<file path="config.mk">
export PLATFORM = sky130hd
export DESIGN_NAME = lut_capture_ctrl
export DESIGN_NICKNAME = d
export VERILOG_FILES = /design/src/rtl/lut_capture_ctrl.sv
export SDC_FILE = /design/constraint.sdc
export NUM_CORES = 1
export LEC_CHECK = 0
export BUFFER_PORTS_ARGS = -buffer_cell sky130_fd_sc_hd__clkbuf_2
export CELL_PAD_IN_SITES_DETAIL_PLACEMENT = 1
export CELL_PAD_IN_SITES_GLOBAL_PLACEMENT = 2
export CORE_MARGIN = 10
export CORE_UTILIZATION = 27
export CTS_CLUSTER_DIAMETER = 60
export CTS_CLUSTER_SIZE = 40
export DETAILED_ROUTE_END_ITERATION = 12
export HOLD_SLACK_MARGIN = 0.08
export PLACE_DENSITY_LB_ADDON = 0.1
export SYNTH_ARGS = -nofsm -noshare
export SYNTH_HDL_FRONTEND = slang
export SYNTH_SLANG_ARGS = --single-unit
export TNS_END_PERCENT = 5
</file>
<file path="constraint.sdc">
create_clock -name clk -period 2.07 [get_ports clk]
set_input_delay 0.621 -clock clk [delete_from_list [all_inputs] [get_ports clk]]
set_output_delay 0.621 -clock clk [all_outputs]
set_load 0.005 [all_outputs]
</file>
<file path="src/rtl/lut_capture_ctrl.sv">
// Capture/readout sequencer for the registered-output debug sample LUT.
// Ports: arm/abort/trig/post_len/din/din_valid/rd_req in; LUT write/read
//   port drives (ram_*), readout stream (rd_*), trig_addr, done, state out.
module lut_capture_ctrl #(
    parameter int WIDTH  = 16,
    parameter int DEPTH  = 256,
    localparam int AWIDTH = $clog2(DEPTH)
) (
    input  logic              clk,
    input  logic              resetn,
    input  logic              arm,
    input  logic              abort,
    input  logic              trig,
    input  logic [AWIDTH-1:0] post_len,
    input  logic [WIDTH-1:0]  din,
    input  logic              din_valid,
    input  logic              rd_req,
    output logic              ram_we,
    output logic [AWIDTH-1:0] ram_wr_addr,
    output logic [WIDTH-1:0]  ram_din,
    output logic              ram_re,
    output logic [AWIDTH-1:0] ram_rd_addr,
    input  logic [WIDTH-1:0]  ram_dout,
    output logic [WIDTH-1:0]  rd_data,
    output logic              rd_valid,
    output logic              rd_last,
    output logic [AWIDTH-1:0] trig_addr,
    output logic              done,
    output logic [2:0]        state
);

    localparam logic [2:0] IDLE  = 3'd0;
    localparam logic [2:0] ARMED = 3'd1;
    localparam logic [2:0] POST  = 3'd2;
    localparam logic [2:0] DONE  = 3'd3;
    localparam logic [2:0] READ  = 3'd4;

    localparam logic [AWIDTH-1:0] LAST = AWIDTH'(DEPTH - 1);
    localparam logic [AWIDTH-1:0] ONE  = AWIDTH'(1);

    logic [2:0]        state_q,     state_d;
    logic [AWIDTH-1:0] wr_ptr_q,    wr_ptr_d;
    logic [AWIDTH-1:0] post_cnt_q,  post_cnt_d;
    logic [AWIDTH-1:0] trig_addr_q, trig_addr_d;
    logic [AWIDTH-1:0] rd_ptr_q,    rd_ptr_d;
    logic [AWIDTH-1:0] rd_cnt_q,    rd_cnt_d;
    logic              ram_re_q,    ram_re_d;
    logic              rd_valid_q,  rd_valid_d;
    logic              rd_last_q,   rd_last_d;
    logic              wr_en;

    always_comb begin
        state_d     = state_q;
        wr_ptr_d    = wr_ptr_q;
        post_cnt_d  = post_cnt_q;
        trig_addr_d = trig_addr_q;
        rd_ptr_d    = rd_ptr_q;
        rd_cnt_d    = rd_cnt_q;
        ram_re_d    = ram_re_q;

        wr_en = din_valid & ~abort
              & ((state_q == ARMED) | (state_q == POST));

        // LUT output register lags ram_re by one cycle
        rd_valid_d = ram_re_q & ~abort;
        rd_last_d  = ram_re_q & ~abort & (rd_cnt_q == LAST);

        if (wr_en) begin
            wr_ptr_d = wr_ptr_q + ONE;
        end

        if (abort) begin
            state_d  = IDLE;
            ram_re_d = 1'b0;
        end else begin
            unique case (state_q)
                IDLE: begin
                    if (arm) begin
                        state_d  = ARMED;
                        wr_ptr_d = '0;
                    end
                end
                ARMED: begin
                    if (trig && din_valid) begin
                        trig_addr_d = wr_ptr_q;
                        post_cnt_d  = post_len;
                        state_d     = (post_len == '0) ? DONE : POST;
                    end
                end
                POST: begin
                    if (din_valid) begin
                        post_cnt_d = post_cnt_q - ONE;
                        if (post_cnt_q == ONE) begin
                            state_d = DONE;
                        end
                    end
                end
                DONE: begin
                    if (rd_req) begin
                        // write pointer addresses the oldest sample
                        state_d  = READ;
                        ram_re_d = 1'b1;
                        rd_ptr_d = wr_ptr_q;
                        rd_cnt_d = '0;
                    end
                end
                READ: begin
                    if (rd_cnt_q == LAST) begin
                        state_d  = IDLE;
                        ram_re_d = 1'b0;
                    end else begin
                        rd_ptr_d = rd_ptr_q + ONE;
                        rd_cnt_d = rd_cnt_q + ONE;
                    end
                end
                default: begin
                    state_d  = IDLE;
                    ram_re_d = 1'b0;
                end
            endcase
        end
    end

    always_ff @(posedge clk or negedge resetn) begin
        if (!resetn) begin
            state_q     <= IDLE;
            wr_ptr_q    <= '0;
            post_cnt_q  <= '0;
            trig_addr_q <= '0;
            rd_ptr_q    <= '0;
            rd_cnt_q    <= '0;
            ram_re_q    <= 1'b0;
            rd_valid_q  <= 1'b0;
            rd_last_q   <= 1'b0;
        end else begin
            state_q     <= state_d;
            wr_ptr_q    <= wr_ptr_d;
            post_cnt_q  <= post_cnt_d;
            trig_addr_q <= trig_addr_d;
            rd_ptr_q    <= rd_ptr_d;
            rd_cnt_q    <= rd_cnt_d;
            ram_re_q    <= ram_re_d;
            rd_valid_q  <= rd_valid_d;
            rd_last_q   <= rd_last_d;
        end
    end

    assign ram_we      = wr_en;
    assign ram_wr_addr = wr_ptr_q;
    assign ram_din     = din;
    assign ram_re      = ram_re_q;
    assign ram_rd_addr = rd_ptr_q;
    // gate keeps rd_data at zero whenever the stream is idle or squashed
    assign rd_data     = rd_valid_q ? ram_dout : '0;
    assign rd_valid    = rd_valid_q;
    assign rd_last     = rd_last_q;
    assign trig_addr   = trig_addr_q;
    assign done        = (state_q == DONE);
    assign state       = state_q;

endmodule

</file>
==> results of run 1 <==
## cells in the mapped netlist (6+ instances only)
| cell | number | area (µm²) |
|---|---|---|
| dfrtp_1 | 46 | 1150 |
| nor2_1 | 25 | 93.8 |
| nand2_1 | 21 | 78.8 |
| o21ai_0 | 19 | 95.1 |
| and2_1 | 17 | 106 |
| buf_4 | 17 | 128 |
| nor3_1 | 12 | 60.1 |
| clkbuf_1 | 11 | 41.3 |
| a21oi_1 | 10 | 50.1 |
| nand3_1 | 10 | 50.1 |
| nor4_1 | 9 | 56.3 |
| mux2_2 | 8 | 90.1 |
| nand4_1 | 8 | 50.1 |
| xnor2_1 | 8 | 70.1 |
| inv_1 | 6 | 22.5 |
## kinds of logic after synthesis
family	count (synthesis)	synth area share [%]
and+or+nand+nor	125	24.6
AOI/OAI and AO/OA	58	14.3
DFF	46	43.0
buffers and inverters	36	7.99
muxes	13	5.23
xor gates and xnor gates	8	2.62
adders and majority gates	5	2.34
## registers in the layout, indices dropped and copies added, names as in the netlist
register	count
rd_last	1
rd_cnt_q	8
ram_re	1
rd_valid	1
trig_addr	8
post_cnt_q	8
ram_rd_addr	8
state	3
ram_wr_addr	8
## cell type report
cell class	count	area (µm²)
well taps	133	166
clock inverters	3	45.0
clock buffers	5	68.8
repair buffers	103	591
inverters	6	22.5
fillers	1178	6330
multi-input cells	209	1350
flip-flops and latches	46	1150
## repair_timing
action                     in CTS  in global routing
resized for setup               3                  8
setup endpoints to repair       1                  5
setup buffers                   2                  0
pin swaps                       0                  1
hold endpoints to repair        0                  0
## worst max-delay path: stages
cell and delay, ps:
clkbuf_2 130, or3b_4 420, nor2_4 90, buf_2 120
## where the power goes
group,leakage (µW),switching (µW),total [µW],internal [µW]
Sequential,0.000598,214,1270,1050
Clock,0.0000504,346,706,360
Combinational,0.000955,314,597,283
Total,0.00160,874,2570,1700
## layer usage
| layer | wire, µm | track usage [%] |
|---|---|---|
| met1 | 4120 | 15.6 |
| met2 | 3830 | 18.3 |
| met3 | 512 | 3.70 |
| met4 | 44 | 2.19 |
| met5 | 0 | 0 |
## through the flow
step	power [µW]	setup TNS, ps	setup WS [ps]	instances	instance area, µm²
floorplan	1590	0	40.3	291	2680
global placement	1860	-21.4	-16.6	495	3230
detailed placement	1880	-197	-52.6	495	3230
CTS	2600	0	0.182	505	3370
global route	2780	0	8.55	505	3390
finish	2570	0	66.1	505	3390
## final timing paths
check,start,depth (start not counted),endpoint,slack [ps]
max,abort,4,ram_we,70
min,resetn,2,post_cnt_q[5]$_DFFE_PN0P_,290
max reg2reg,state[2]$_DFFE_PN0P_,5,rd_cnt_q[5]$_DFFE_PN0P_,100
min reg2reg,rd_cnt_q[4]$_DFFE_PN0P_,1,rd_cnt_q[4]$_DFFE_PN0P_,500
max in group asynchronous,resetn,2,state[1]$_DFFE_PN0P_,1550
min in group clk,rd_cnt_q[4]$_DFFE_PN0P_,1,rd_cnt_q[4]$_DFFE_PN0P_,500
==> flow_summary.ini, run 1 <==
[clock_network]
cts_root_buf = clkbuf_8
cts_inserted_buffers = 5
ctsHoldBuffers = 0
cts_buffer_depth = 2
clock-sinks = 46
cts_htree_levels = 2
clk_pin_slew_ps = 100
tritoncts = done
worstSkewPairLatency_ps = 300

[route]
detail-route-antenna-nets = 0
drc = 0
drt-vias-per-instance = 4.86
vias = 2456
wl_per_cell_um = 16.8
drt_iter0_drc = 123
dr.pass1.iters = 4
wirelength_um = 8500

[timing]
rsz0062_at_grt = no
finalCritPeriodShare_pct = 96.8
setup_viol = 0
fin_crit_ps = 2000
clock_skew_ps = 12.7
slew_headroom_pct = 73.1
final_hold_viol_count = 0
max_freq_mhz = 499
worstMarginPinSlew_ps = 403
hold_slack_ps = 295
slew_violations = 0

[yosys]
syn_inst = 291
async_flop_share_pct = 100
yosysUniqueCellTypes = 45
yosysWarnings = 0
ys_ff_latch = 46
synth_nets = 343
synth.cell_area_um2 = 2680
avgSynthCellArea_um2 = 9.20
ys.flop_type = dfrtp_1
synth-seq-area-share_pct = 43.0
synth_edf_count = 0

[floorplanning]
start_util_pct = 27.5
die_y_um = 120
fp-row-count = 36
die-area_um2 = 14300
core_area_um2 = 9730
die_x_um = 120
boundaryPins = 111

[outcome]
run_status = complete, no violations

[setup_path]
crit_arrival_ps = 1380
worstSetupPathType = in2out
path_max_fanout = 2
worstPathRequired_ps = 1450
crit_path_end_kind = output port
cp-start-kind = input port

[global_routing]
track_usage_pct = 11.7
grt_pass1_vias = 2568
gr-total-overflow = 0
grt_start_max_net_pins = 47
antenna_found_initial = 0
grt_pass1_wl_um = 14000

[hold_path]
min_path_type = in2async

[flow_run]
cap_violations = 0

[layout]
mostFrequentLayoutCells = clkbuf_2, dfrtp_1, buf_4
final_common_cell = clkbuf_2
final_util_pct = 34.9
drive_gt1_share_pct = 34.9
nets = 423
syn2layout_area_growth_pct = 26.8
num_antenna_cells = 0

[placed_design]
dp_hpwl_um = 6360
gp_congestion = 0.745
port-buffer-count = 78

[power_and_ir_drop]
leakage_uw = 0.00160
power_density_nw_per_um2 = 757
ir_drop_mv = 0.315
Note: power is estimated with default switching activity, not from simulation.
==> run 2: changes to the inputs <==
Settings changed: BUFFER_PORTS_ARGS -buffer_cell sky130_fd_sc_hd__clkbuf_2 to default, CORE_UTILIZATION 27 to 30, DONT_BUFFER_PORTS from default to 1.
==> run 2 against run 1 <==
Net effect:
- via count shrank 13%
- total power shrank 4.3%
- sequential cell count is the same
- combinational power shrank 19%
- final area shrank 13%
- clock power is essentially flat
- global-route usage grew 0.65 points
- register-to-register slack gained 50 ps
- largest power group unchanged
- setup slack lost 22 ps
- non-clock buffer count shrank 81
- hold slack lost 140 ps
==> flow_summary.ini, run 2 (same netlist as run 1, synthesis figures left out) <==
[outcome]
run_status = complete, no violations

[route]
detail-route-antenna-nets = 0
drt-vias-per-instance = 5.34
dr.pass1.iters = 4
wl_per_cell_um = 20.4
vias = 2129
drt_iter0_drc = 67
wirelength_um = 8140
drc = 0

[clock_network]
cts_root_buf = clkbuf_8
clock-sinks = 46
cts_inserted_buffers = 5
tritoncts = done
worstSkewPairLatency_ps = 310
cts_htree_levels = 2
clk_pin_slew_ps = 90
cts_buffer_depth = 2

[timing]
final_hold_viol_count = 0
rsz0062_at_grt = yes
fin_crit_ps = 2030
finalCritPeriodShare_pct = 97.9
slew_violations = 0
clock_skew_ps = 6.36
worstMarginPinSlew_ps = 542
setup_viol = 0
slew_headroom_pct = 63.8
setup_slack_ps = 44.3
max_freq_mhz = 494

[setup_path]
worstPathRequired_ps = 1450
path_max_fanout = 6
cp-start-kind = register
crit_path_end_kind = output port
slowest_stage = or3b_4
worstSetupPathType = reg2out
crit_arrival_ps = 1400
critPathMaxStageDelay_ps = 420
path_cells = buf_6 -> or3b_4 -> nor2_4

[power_and_ir_drop]
leakage_uw = 0.00125
ir_drop_mv = 0.294
total_power_uw = 2460
power_density_nw_per_um2 = 836

[placed_design]
gp_congestion = 0.711
post-place-ws_ps = 154
dp_hpwl_um = 5990
port-buffer-count = 0

[floorplanning]
die_y_um = 114
start_util_pct = 30.7
boundaryPins = 111
die-area_um2 = 13100
fp-row-count = 34
core_area_um2 = 8720
die_x_um = 114

[global_routing]
track_usage_pct = 12.3
grt_start_max_net_pins = 47
grt_pass1_wl_um = 13000
antenna_found_initial = 1
gr-total-overflow = 0
grt_pass1_vias = 2232

[layout]
final_common_cell = dfrtp_1
mostFrequentLayoutCells = dfrtp_1, nor2_1, nand2_1
nets = 342
drive_gt1_share_pct = 15.5
syn2layout_area_growth_pct = 9.86
num_antenna_cells = 0

[hold_path]
min_path_type = in2async

[flow_run]
cap_violations = 0
## run 2: changes by cell type in the layout (fill, tap and decap cells not counted), sizes merged
cell	change
buf	-4
clkbuf	-77
## run 2: area by class of cell
type	instances	area (µm²)
Clock buffer	5	68.8
Clock inverter	3	45.0
Fill cell	960	5780
Inverter	6	22.5
Multi-Input combinational cell	209	1330
Sequential cell	46	1150
Tap cell	108	135
Timing Repair Buffer	22	189
## run 2: where the power goes
group          total [µW]  internal [µW]  switching [µW]
registers            1270           1050             218
logic                 484            216             268
clock network         703            360             344
total                2460           1630             830
## run 2: worst paths after layout
path	end	depth (start not counted)	start	slack, ps
max	ram_we	3	state[2]$_DFFE_PN0P_	40
min	rd_cnt_q[0]$_DFFE_PN0P_	1	resetn	160
max reg2reg	rd_cnt_q[5]$_DFFE_PN0P_	4	state[1]$_DFFE_PN0P_	150
min reg2reg	rd_cnt_q[4]$_DFFE_PN0P_	1	rd_cnt_q[4]$_DFFE_PN0P_	530
max in group asynchronous	trig_addr[3]$_DFFE_PN0P_	1	resetn	1700
min in group clk	post_cnt_q[0]$_DFFE_PN0P_	2	post_len[0]	440
## run 2: metrics by stage
step	hold WS, ps	area, µm²	std cells	util [%]	setup TNS, ps
global route	162	2940	399	33.7	-11.4
detailed placement	328	2750	386	31.5	0
finish	157	2940	399	33.7	0
CTS	154	2910	395	33.3	0
global placement	328	2750	386	31.5	0
floorplan	325	2680	291	-	0
## run 2: what timing repair did
action                                 4_1_cts  5_1_grt
resized for setup                            4        1
hold buffers                                 1        0
buffers inserted                             0        4
pin swaps                                    1        2
cloned                                       0        0
endpoints found under the hold margin       46        0
setup endpoints to repair                    1        1
## run 2: worst max-delay path: cells and delay by family, from the launching register on
| family | cells | cell delay, ps |
|---|---|---|
| buffers and inverters | 1 | 130 |
| DFF | 1 | 400 |
| and+or+nand+nor | 2 | 570 |
## run 2: layer usage
layer | up-vias | share of wire [%] | wire length, µm | GRT usage (%)
met5 | - | 0.086 | 7 | 0
met4 | 2 | 0.70 | 57 | 2.51
met3 | 12 | 6.5 | 526 | 4.14
met2 | 41 | 50 | 4100 | 20.5
met1 | 1043 | 42 | 3450 | 15.2
li1 | 1031 | - | - | -
==> run 3: changes to the inputs <==
Settings changed: RECOVER_POWER from default to 100.
==> run 3 against run 2 <==
Net effect:
- critical path depth did not move
- setup slack barely moved
- clock skew barely moved
==> flow_summary.ini, run 3 (same netlist as run 1, synthesis figures left out) <==
[setup_path]
crit_family = simple AND/OR/NAND/NOR gates
critPathMaxStageDelay_ps = 420
crit_path_end_kind = output port
r2r_slack_ps = 150
worstSetupPathType = reg2out
worstPathRequired_ps = 1450
cp.buffers_inverters = 1
slowest_stage = or3b_4
path_cells = buf_6 -> or3b_4 -> nor2_4
path_max_fanout = 6
crit_arrival_ps = 1400
cp-start-kind = register

[global_routing]
gr-total-overflow = 0
antenna_found_initial = 1
track_usage_pct = 12.3
grt_pass1_wl_um = 13000
grtUsageMet2_pct = 20.5
met3_usage_pct = 4.14
grt.busiest_layer = met2
grt_start_max_net_pins = 47
grt_pass1_vias = 2232
use_met1_pct = 15.2

[floorplanning]
core_area_um2 = 8720
fp-row-count = 34
die_x_um = 114
die-area_um2 = 13100
die_y_um = 114
boundaryPins = 111
start_util_pct = 30.7

[timing]
slew_headroom_pct = 18.9
max_freq_mhz = 494
finalCritPeriodShare_pct = 97.9
worstMarginPinSlew_ps = 1220
fin_crit_ps = 2030
clock_skew_ps = 6.36
slew_violations = 0
final_hold_viol_count = 0
rsz0062_at_grt = yes
setup_viol = 0

[power_and_ir_drop]
power_density_nw_per_um2 = 841
ir_drop_mv = 0.294
leakage_uw = 0.00124

[layout]
syn2layout_area_growth_pct = 8.88
design_area_um2 = 2920
drive_gt1_share_pct = 15.1
final_common_cell = dfrtp_1
num_antenna_cells = 0
final_util_pct = 33.4
mostFrequentLayoutCells = dfrtp_1, nor2_1, nand2_1
nets = 342

[route]
dr.pass1.iters = 4
wirelength_um = 8140
wl_per_cell_um = 20.4
detail-route-antenna-nets = 0
drt_iter0_drc = 65
drc = 0
drt-vias-per-instance = 5.33
vias = 2125

[hold_path]
min_path_type = in2reg

[clock_network]
cts_buffer_depth = 2
clock-sinks = 46
tritoncts = done
worstSkewPairLatency_ps = 310
clk_pin_slew_ps = 100
cts_inserted_buffers = 5
cts_root_buf = clkbuf_8
cts_htree_levels = 2

[placed_design]
port-buffer-count = 0
dp_hpwl_um = 5990
gp_congestion = 0.711
post_dp_cell_area_um2 = 2750

[flow_run]
cap_violations = 0

[outcome]
run_status = complete, no violations
## run 3: cell count changes in the layout (fill, tap and decap cells not counted), sizes merged
| cell | previous run | this run |
|---|---|---|
| buf | 22 | 20 |
| clkbuf | 5 | 7 |
## run 3: final cells by class
type,instances,area [µm²]
Inverter,6,22.5
Fill cell,962,5810
Sequential cell,46,1150
Tap cell,108,135
Multi-Input combinational cell,209,1330
Clock inverter,3,45.0
Timing Repair Buffer,22,163
Clock buffer,5,68.8
## run 3: metal layers
metal  up-vias  wire length, µm
met1      1037             3470
met4         2               57
met5         -                7
li1       1031                -
met2        43             4090
met3        12              518
## run 3: timing repair
item | 4_1_cts | 5_1_grt
setup endpoints to repair | 1 | 1
setup buffers | 0 | 4
resized for setup | 4 | 1
endpoints found under the hold margin | 46 | 0
hold buffers | 1 | 0
pin swaps | 1 | 2
## run 3: worst paths after layout
kind	from	endpoint	cells past startpoint
min in group asynchronous	resetn	rd_cnt_q[0]$_DFFE_PN0P_	1
setup reg to reg	state[1]$_DFFE_PN0P_	rd_cnt_q[5]$_DFFE_PN0P_	4
max in group asynchronous	resetn	trig_addr[3]$_DFFE_PN0P_	1
hold / removal	post_len[0]	post_cnt_q[0]$_DFFE_PN0P_	2
setup / recovery	state[2]$_DFFE_PN0P_	ram_we	3
hold reg to reg	rd_cnt_q[4]$_DFFE_PN0P_	rd_cnt_q[4]$_DFFE_PN0P_	1
## run 3: power breakdown
part           total, µW  switching (µW)  internal (µW)  leakage [µW]
registers           1270             218           1050      0.000603
logic                478             269            209      0.000585
clock network        703             344            360     0.0000504
total               2450             830           1620       0.00124
## run 3: per-stage QoR
stage                     total power [µW]  TNS [ps]  hold slack [ps]  instances  setup slack, ps
after global placement                1740         0              328        386              156
after floorplan                       1590         0              325        291             40.3
after detailed placement              1750         0              328        386              154
after CTS                             2510         0              154        395             11.5
final                                 2450         0              443        399             44.3
after global routing                  2640     -11.4              459        399            -11.4
